[src/rtl/spike_decoder_if.sv]
// rtl/spike_decoder_if.sv - decoded rate/ISI results plus the rate consumer's ready.
interface spike_decoder_if #(
  parameter int CNT_W = 5,
  parameter int ISI_W = 8
);
  logic [CNT_W-1:0] rate;
  logic             rate_valid;
  logic             rate_ready;
  logic [ISI_W-1:0] isi;
  logic             isi_valid;
  logic             overflow;

  modport master (
    output rate, rate_valid, isi, isi_valid, overflow,
    input  rate_ready
  );

  modport slave (
    input  rate, rate_valid, isi, isi_valid, overflow,
    output rate_ready
  );
endinterface

[src/rtl/spike_decoder.sv]
// rtl/spike_decoder.sv - spike train to windowed firing rate and inter-spike interval.
module spike_decoder #(
  parameter int WINDOW_LOG2 = 4,
  parameter int CNT_W       = 5,
  parameter int ISI_W       = 8
) (
  input  logic              clk,
  input  logic              reset,
  input  logic              enable,
  input  logic              spike,
  spike_decoder_if.master   dout
);

  typedef enum logic [1:0] {IDLE, MEASURE, TIMEOUT} isi_state_t;

  logic [WINDOW_LOG2-1:0] wc;
  logic [CNT_W-1:0]       sc;
  logic [CNT_W-1:0]       sc_inc;
  logic [CNT_W-1:0]       rate_q;
  logic                   rate_valid_q;
  logic                   overflow_q;
  logic                   window_end;

  isi_state_t             state_q, state_d;
  logic [ISI_W-1:0]       t_q, t_d;
  logic [ISI_W-1:0]       isi_q;
  logic                   isi_valid_q;
  logic                   isi_hit;

  // Count including this cycle's spike, held at full scale.
  assign sc_inc     = (spike && sc != '1) ? sc + CNT_W'(1) : sc;
  assign window_end = enable && (wc == '1);

  always_ff @(posedge clk) begin
    if (reset) begin
      wc           <= '0;
      sc           <= '0;
      rate_q       <= '0;
      rate_valid_q <= 1'b0;
      overflow_q   <= 1'b0;
    end else begin
      if (enable) begin
        wc <= wc + WINDOW_LOG2'(1);
        sc <= window_end ? '0 : sc_inc;
      end
      if (window_end) begin
        rate_q       <= sc_inc;
        rate_valid_q <= 1'b1;
        if (rate_valid_q && !dout.rate_ready)
          overflow_q <= 1'b1;
      end else if (rate_valid_q && dout.rate_ready) begin
        rate_valid_q <= 1'b0;
      end
    end
  end

  always_ff @(posedge clk) begin
    if (reset) begin
      state_q     <= IDLE;
      t_q         <= '0;
      isi_q       <= '0;
      isi_valid_q <= 1'b0;
    end else begin
      state_q     <= state_d;
      t_q         <= t_d;
      isi_valid_q <= isi_hit;
      if (isi_hit)
        isi_q <= t_q;
    end
  end

  // A disabled cycle breaks the interval, so the next spike restarts timing.
  always_comb begin
    state_d = state_q;
    t_d     = t_q;
    isi_hit = 1'b0;
    if (!enable) begin
      state_d = IDLE;
    end else begin
      case (state_q)
        IDLE: begin
          if (spike) begin
            state_d = MEASURE;
            t_d     = ISI_W'(1);
          end
        end
        MEASURE: begin
          if (spike) begin
            isi_hit = 1'b1;
            t_d     = ISI_W'(1);
          end else if (t_q == '1) begin
            state_d = TIMEOUT;
          end else begin
            t_d = t_q + ISI_W'(1);
          end
        end
        TIMEOUT: begin
          if (spike) begin
            state_d = MEASURE;
            t_d     = ISI_W'(1);
          end
        end
        default: state_d = IDLE;
      endcase
    end
  end

  assign dout.rate       = rate_q;
  assign dout.rate_valid = rate_valid_q;
  assign dout.overflow   = overflow_q;
  assign dout.isi        = isi_q;
  assign dout.isi_valid  = isi_valid_q;

endmodule

[src/flat_wrapper.sv]
// flat-port wrapper written by rule: the top's interface ports become plain ports
module spike_decoder_flat 
#(
  parameter int WINDOW_LOG2 = 4,
  parameter int CNT_W       = 5,
  parameter int ISI_W       = 8
)
  (clk, reset, enable, spike, dout_rate, dout_rate_valid, dout_isi, dout_isi_valid, dout_overflow, dout_rate_ready);
  spike_decoder_if #(.CNT_W(CNT_W), .ISI_W(ISI_W)) dout_i ();
  input  logic clk;
  input  logic reset;
  input  logic enable;
  input  logic spike;
  output wire logic [$bits(dout_i.rate)-1:0] dout_rate;
  output wire logic [$bits(dout_i.rate_valid)-1:0] dout_rate_valid;
  output wire logic [$bits(dout_i.isi)-1:0] dout_isi;
  output wire logic [$bits(dout_i.isi_valid)-1:0] dout_isi_valid;
  output wire logic [$bits(dout_i.overflow)-1:0] dout_overflow;
  input wire logic [$bits(dout_i.rate_ready)-1:0] dout_rate_ready;
  assign dout_rate = dout_i.rate;
  assign dout_rate_valid = dout_i.rate_valid;
  assign dout_isi = dout_i.isi;
  assign dout_isi_valid = dout_i.isi_valid;
  assign dout_overflow = dout_i.overflow;
  assign dout_i.rate_ready = dout_rate_ready;
  spike_decoder #(.WINDOW_LOG2(WINDOW_LOG2), .CNT_W(CNT_W), .ISI_W(ISI_W)) u_core (.clk(clk), .reset(reset), .enable(enable), .spike(spike), .dout(dout_i));
endmodule
[config.mk]
export PLATFORM = sky130hd
export DESIGN_NAME = spike_decoder_flat
export DESIGN_NICKNAME = d
export VERILOG_FILES = /design/src/rtl/spike_decoder_if.sv /design/src/rtl/spike_decoder.sv /design/src/flat_wrapper.sv
export SDC_FILE = /design/constraint.sdc
export NUM_CORES = 1
export LEC_CHECK = 0
export BUFFER_PORTS_ARGS = -buffer_cell sky130_fd_sc_hd__buf_4
export CELL_PAD_IN_SITES_DETAIL_PLACEMENT = 0
export CELL_PAD_IN_SITES_GLOBAL_PLACEMENT = 2
export CORE_MARGIN = 10
export CORE_UTILIZATION = 30
export DETAILED_ROUTE_END_ITERATION = 7
export GPL_ROUTABILITY_DRIVEN = 0
export HOLD_SLACK_MARGIN = 0.12
export PLACE_DENSITY_LB_ADDON = 0.2
export SYNTH_ARGS = -nofsm -noshare
export SYNTH_HDL_FRONTEND = slang
export SYNTH_SLANG_ARGS = --single-unit
[constraint.sdc]
create_clock -name clk -period 1.98 [get_ports clk]
set_clock_uncertainty 0.05 [all_clocks]
set_input_delay 0.396 -clock clk [delete_from_list [all_inputs] [get_ports clk]]
set_output_delay 0.396 -clock clk [all_outputs]
set_load 0.01 [all_outputs]
== Word-level counts from Yosys, hierarchy flattened ==
Index checks and enable logic that the tools add are counted.
W data, S select, Z words.
Cells by class
  $add $sub $neg: 3
  equality and inequality tests: 9
  reductions and logical operators: 13
  bitwise operators: 1
  multiplexer cells: 15
Operators by type and width (number)
  $mux W8: 3
  $pmux W8 S2: 1
  $mux W5: 2
  $add A8 B1 Y8 const B: 1
  $eq A8 B8 Y1 const B: 1
  $mux W2: 3
  $add A5 B1 Y5 const B: 1
  $mux W1: 5
  $ne A5 B5 Y1 const B: 1
  $add A4 B1 Y4 const B: 1
  $eq A4 B4 Y1 const B: 1
  $logic_and A1 B1 Y1: 4
  $ne A2 B1 Y1 const B: 2
  $pmux W2 S2: 1
  $reduce_and A4 Y1: 1
  $reduce_bool A2 Y1: 2
  $reduce_or A2 Y1: 2
  $ne A3 B3 Y1 const B: 1
  $reduce_and A3 Y1: 1
  $eq A2 B1 Y1 const B: 1
  $eq A2 B2 Y1 const B: 1
  $logic_not A2 Y1: 1
  $ne A2 B2 Y1 const B: 1
  $reduce_and A2 Y1: 1
  other kinds (2): 2
Word-level totals
  register bits after elaboration: 35
  input port bits: 5

== Longest topological paths before layout ==
  word-level depth: 4
  gate-level depth with buffers: 8
  depth with buffers taken out: 7

== Worst setup path after synthesis ==
Ideal clock, no wire load.
  path kind: register to register
  from: register u_core.sc[0]
  to: register u_core.sc[2]
  required time: 1.860 ns
  path slack: 0.059 ns
  stages on the path, launching flop included: 9
  clock period less this slack: 1.921 ns
  arrival time: 1.800 ns
  cell sequence: dfxtp_1 > ha_1 > and3_1 > ha_1 > and2b_1 > buf_6 > nand2_2 > or4_1 > a21oi_1
Between the ends
  longest elaborated chain between the ends: 4
  elaborated cells on any way between the ends: 5
  classes of those cells: add/sub: 1; eq/ne: 1; mux: 2; reduce/logical: 1
Ends and longest elaborated chain
  start: declaration: RTL line spike_decoder.sv:17  | logic [CNT_W-1:0] sc;
  start signal: assignment: RTL line spike_decoder.sv:44  | sc <= window_end ? '0 : sc_inc;
  branches (longest 2 deep; another with $add A5 B1 Y5)
  $mux W5 *: RTL line spike_decoder.sv:31  | assign sc_inc = (spike && sc != '1) ? sc + CNT_W'(1) : sc;
  $mux W5 *: RTL line spike_decoder.sv:44
Every way passes the cells marked *.
A chain may end at the register's enable or synchronous reset.

== Worst setup path in the final report ==
  from: register u_core.sc[1]
  to: register u_core.sc[2]
The elaborated chain is that of the path after synthesis.

==> out/qor.csv <==
metric,value,unit
status,finished clean,
max_slew_margin,0.701,
synth.net_count,193,
cts_made_buffers,5,
finalHoldViolCount,0,
clk_pin_slew,0.07,ns
routed_wl,3660,um
wl_per_cell,13.2,um
syn_to_final_growth,21.9,%
synth_top_area_cell,dfxtp_1,
min_period,1.85,ns
cp-start-kind,register,
ys_types,42,
route.antenna.remaining_nets,0,
finalPower,1.42,mW
path_class,reg -> reg,
grt_pass1_vias,1378,
root_buffer,clkbuf_8,
fmax,0.541,GHz
arrival,2.01,ns
synth_cells,184,
nFillCells,527,
overflow,0,
antenna_found_initial,0,
htreeDepth,2,
worst_pin_slew,0.448,ns
cp_max_fo,4,
start_util,0.310,
p_per_area,736,nW/um^2
grt_pass1_wl,6370,um
hp-class,in -> reg,
cts_tree,built,
crit-reg2reg-capture,u_core.sc[2],
synth_ff_type,dfxtp_1,
hold_depth,2,
postCtsHoldBufs,0,
dieArea,8590,um^2
fin_ws,0.131,ns
maxCapViolCount,0,
grt_start_max_net_pins,34,
synth_top_area_frac,0.442,
drc,0,
pwr-share-clk,0.430,
reg2regPathDepth,7,
worst_hold_slack,0.304,ns
post-cts-setup-buffers,0,
power.leakage,0.697,nW
syn_avg_cell_area,8.61,um^2
fin_nets,216,
grt_usage,0.0912,
rsz0062_at_grt,no,
final.period_utilization,0.934,
drt_iter0_markers,43,
final_max_slew_viol_count,0,
setup_violations,0,
synth_area,1580,um^2
final_cell_mix,"dfxtp_1 (35), buf_4 (27), nand2_1 (26)",
worst_ep_required_time,2.14,ns
p_int,1.12,mW
peakVddDrop,0.284,mV
die_y,92.7,um
crit_path_end_kind,register,
tns,0,ns
yosysSeqAreaShare,0.442,
placementRows,26,
stdcell_area,1930,um^2
power_frac_seq,0.510,
p_switching,302,uW
final_common_cell,dfxtp_1,
clock_path_buffers,2,
r2r_start,u_core.sc[1],
ys_warn_count,0,
portBuffers,20,
place_ws,0.0730,ns
cts_resized,0,
num_antenna_cells,0,
dp_hpwl,2750,um
dpl_cell_area,1820,um^2
async_flop_share,0,
core_area,5110,um^2
synth_edf_count,0,
die_w,92.7,um
cts.sinks,35,
min_from,spike,
clk_latency,0.28,ns
ys_ff_latch,35,
synthTopCellsByArea,"dfxtp_1 (44%), nand2_1 (6.2%), a21oi_1 (5.4%)",
reg2reg_slack,0.13,ns
switching_share,0.213,
hold_end,u_core.state_q[1],
drive_gt1_frac,0.198,
drtPass1Iterations,4,
combPwrFrac,0.060,
vias_per_cell,4.96,
num_io_pins,21,
dr_total_vias,1375,
worst max-delay path, stage by stage, from the launching register on:
cell     delay (ns)
dfxtp_1        0.34
ha_2           0.19
and3_1         0.19
ha_1           0.19
and2b_2        0.25
nand2_2        0.06
or4_1          0.39
a21oi_1        0.12
stage by stage:
stage                     std cells   util
after floorplan                 184      -
after global placement          270  0.356
after detailed placement        270  0.356
after CTS                       277  0.377
after global routing            277  0.378
final                           277  0.378
synthesized netlist by cell type (3+ instances only):
cell       n
dfxtp_1   35
nand2_1   26
a21oi_1   17
nor2_1    15
a211oi_1   7
nand4_1    7
clkbuf_1   6
nand3_1    6
inv_1      5
mux2i_1    5
o21ai_0    5
buf_2      4
ha_1       4
xor2_1     4
a31oi_1    3
kinds of logic after synthesis:
| group | synth area share |
|---|---|
| simple gates | 0.245 |
| compound gates | 0.171 |
| flops | 0.442 |
| buf+inv | 0.0458 |
| xor+xnor | 0.0332 |
| mux | 0.0316 |
| fa+ha+maj | 0.0316 |
worst max-delay path by stage:
stage / from / to / depth (start not counted)
floorplan: u_core.sc[0] / u_core.sc[2] / 8
global placement: u_core.sc[1] / u_core.sc[2] / 7
detailed placement: u_core.sc[1] / u_core.sc[2] / 7
CTS: u_core.sc[1] / u_core.sc[2] / 7
global route: u_core.sc[1] / u_core.sc[2] / 7
finish: u_core.sc[1] / u_core.sc[2] / 7
layout make-up:
class,instances,area [um^2],area share
clock inverter,1,30.0,0.0156
multi-input combinational,133,818,0.424
inverter,5,18.8,0.00972
clock buffer,6,72.6,0.0376
sequential,35,701,0.363
tap,70,87.6,0.0454
timing repair buffer,27,203,0.105
power by group through the flow:
stage	Sequential (mW)	Combinational (mW)	Clock, mW
global placement	0.739	0.0832	0
global route	0.726	0.0950	0.677
detailed placement	0.740	0.0851	0
floorplan	0.738	0.0565	0
finish	0.724	0.0847	0.611
CTS	0.724	0.0851	0.642
per-layer routing:
metal	track usage	share of wire
met1	0.0904	0.42
met2	0.165	0.52
met3	0.0339	0.039
met4	0.0424	0.023
met5	0	0
state kept, by name (all words and copies together) (netlist names):
name and cells:
u_core.dout.isi 8, u_core.dout.isi_valid 1, u_core.dout.overflow 1, u_core.dout.rate 5, u_core.dout.rate_valid 1, u_core.sc 5, u_core.state_q 2, u_core.t_q 8
u_core.wc 4
Note: power is estimated with default switching activity, not from simulation.
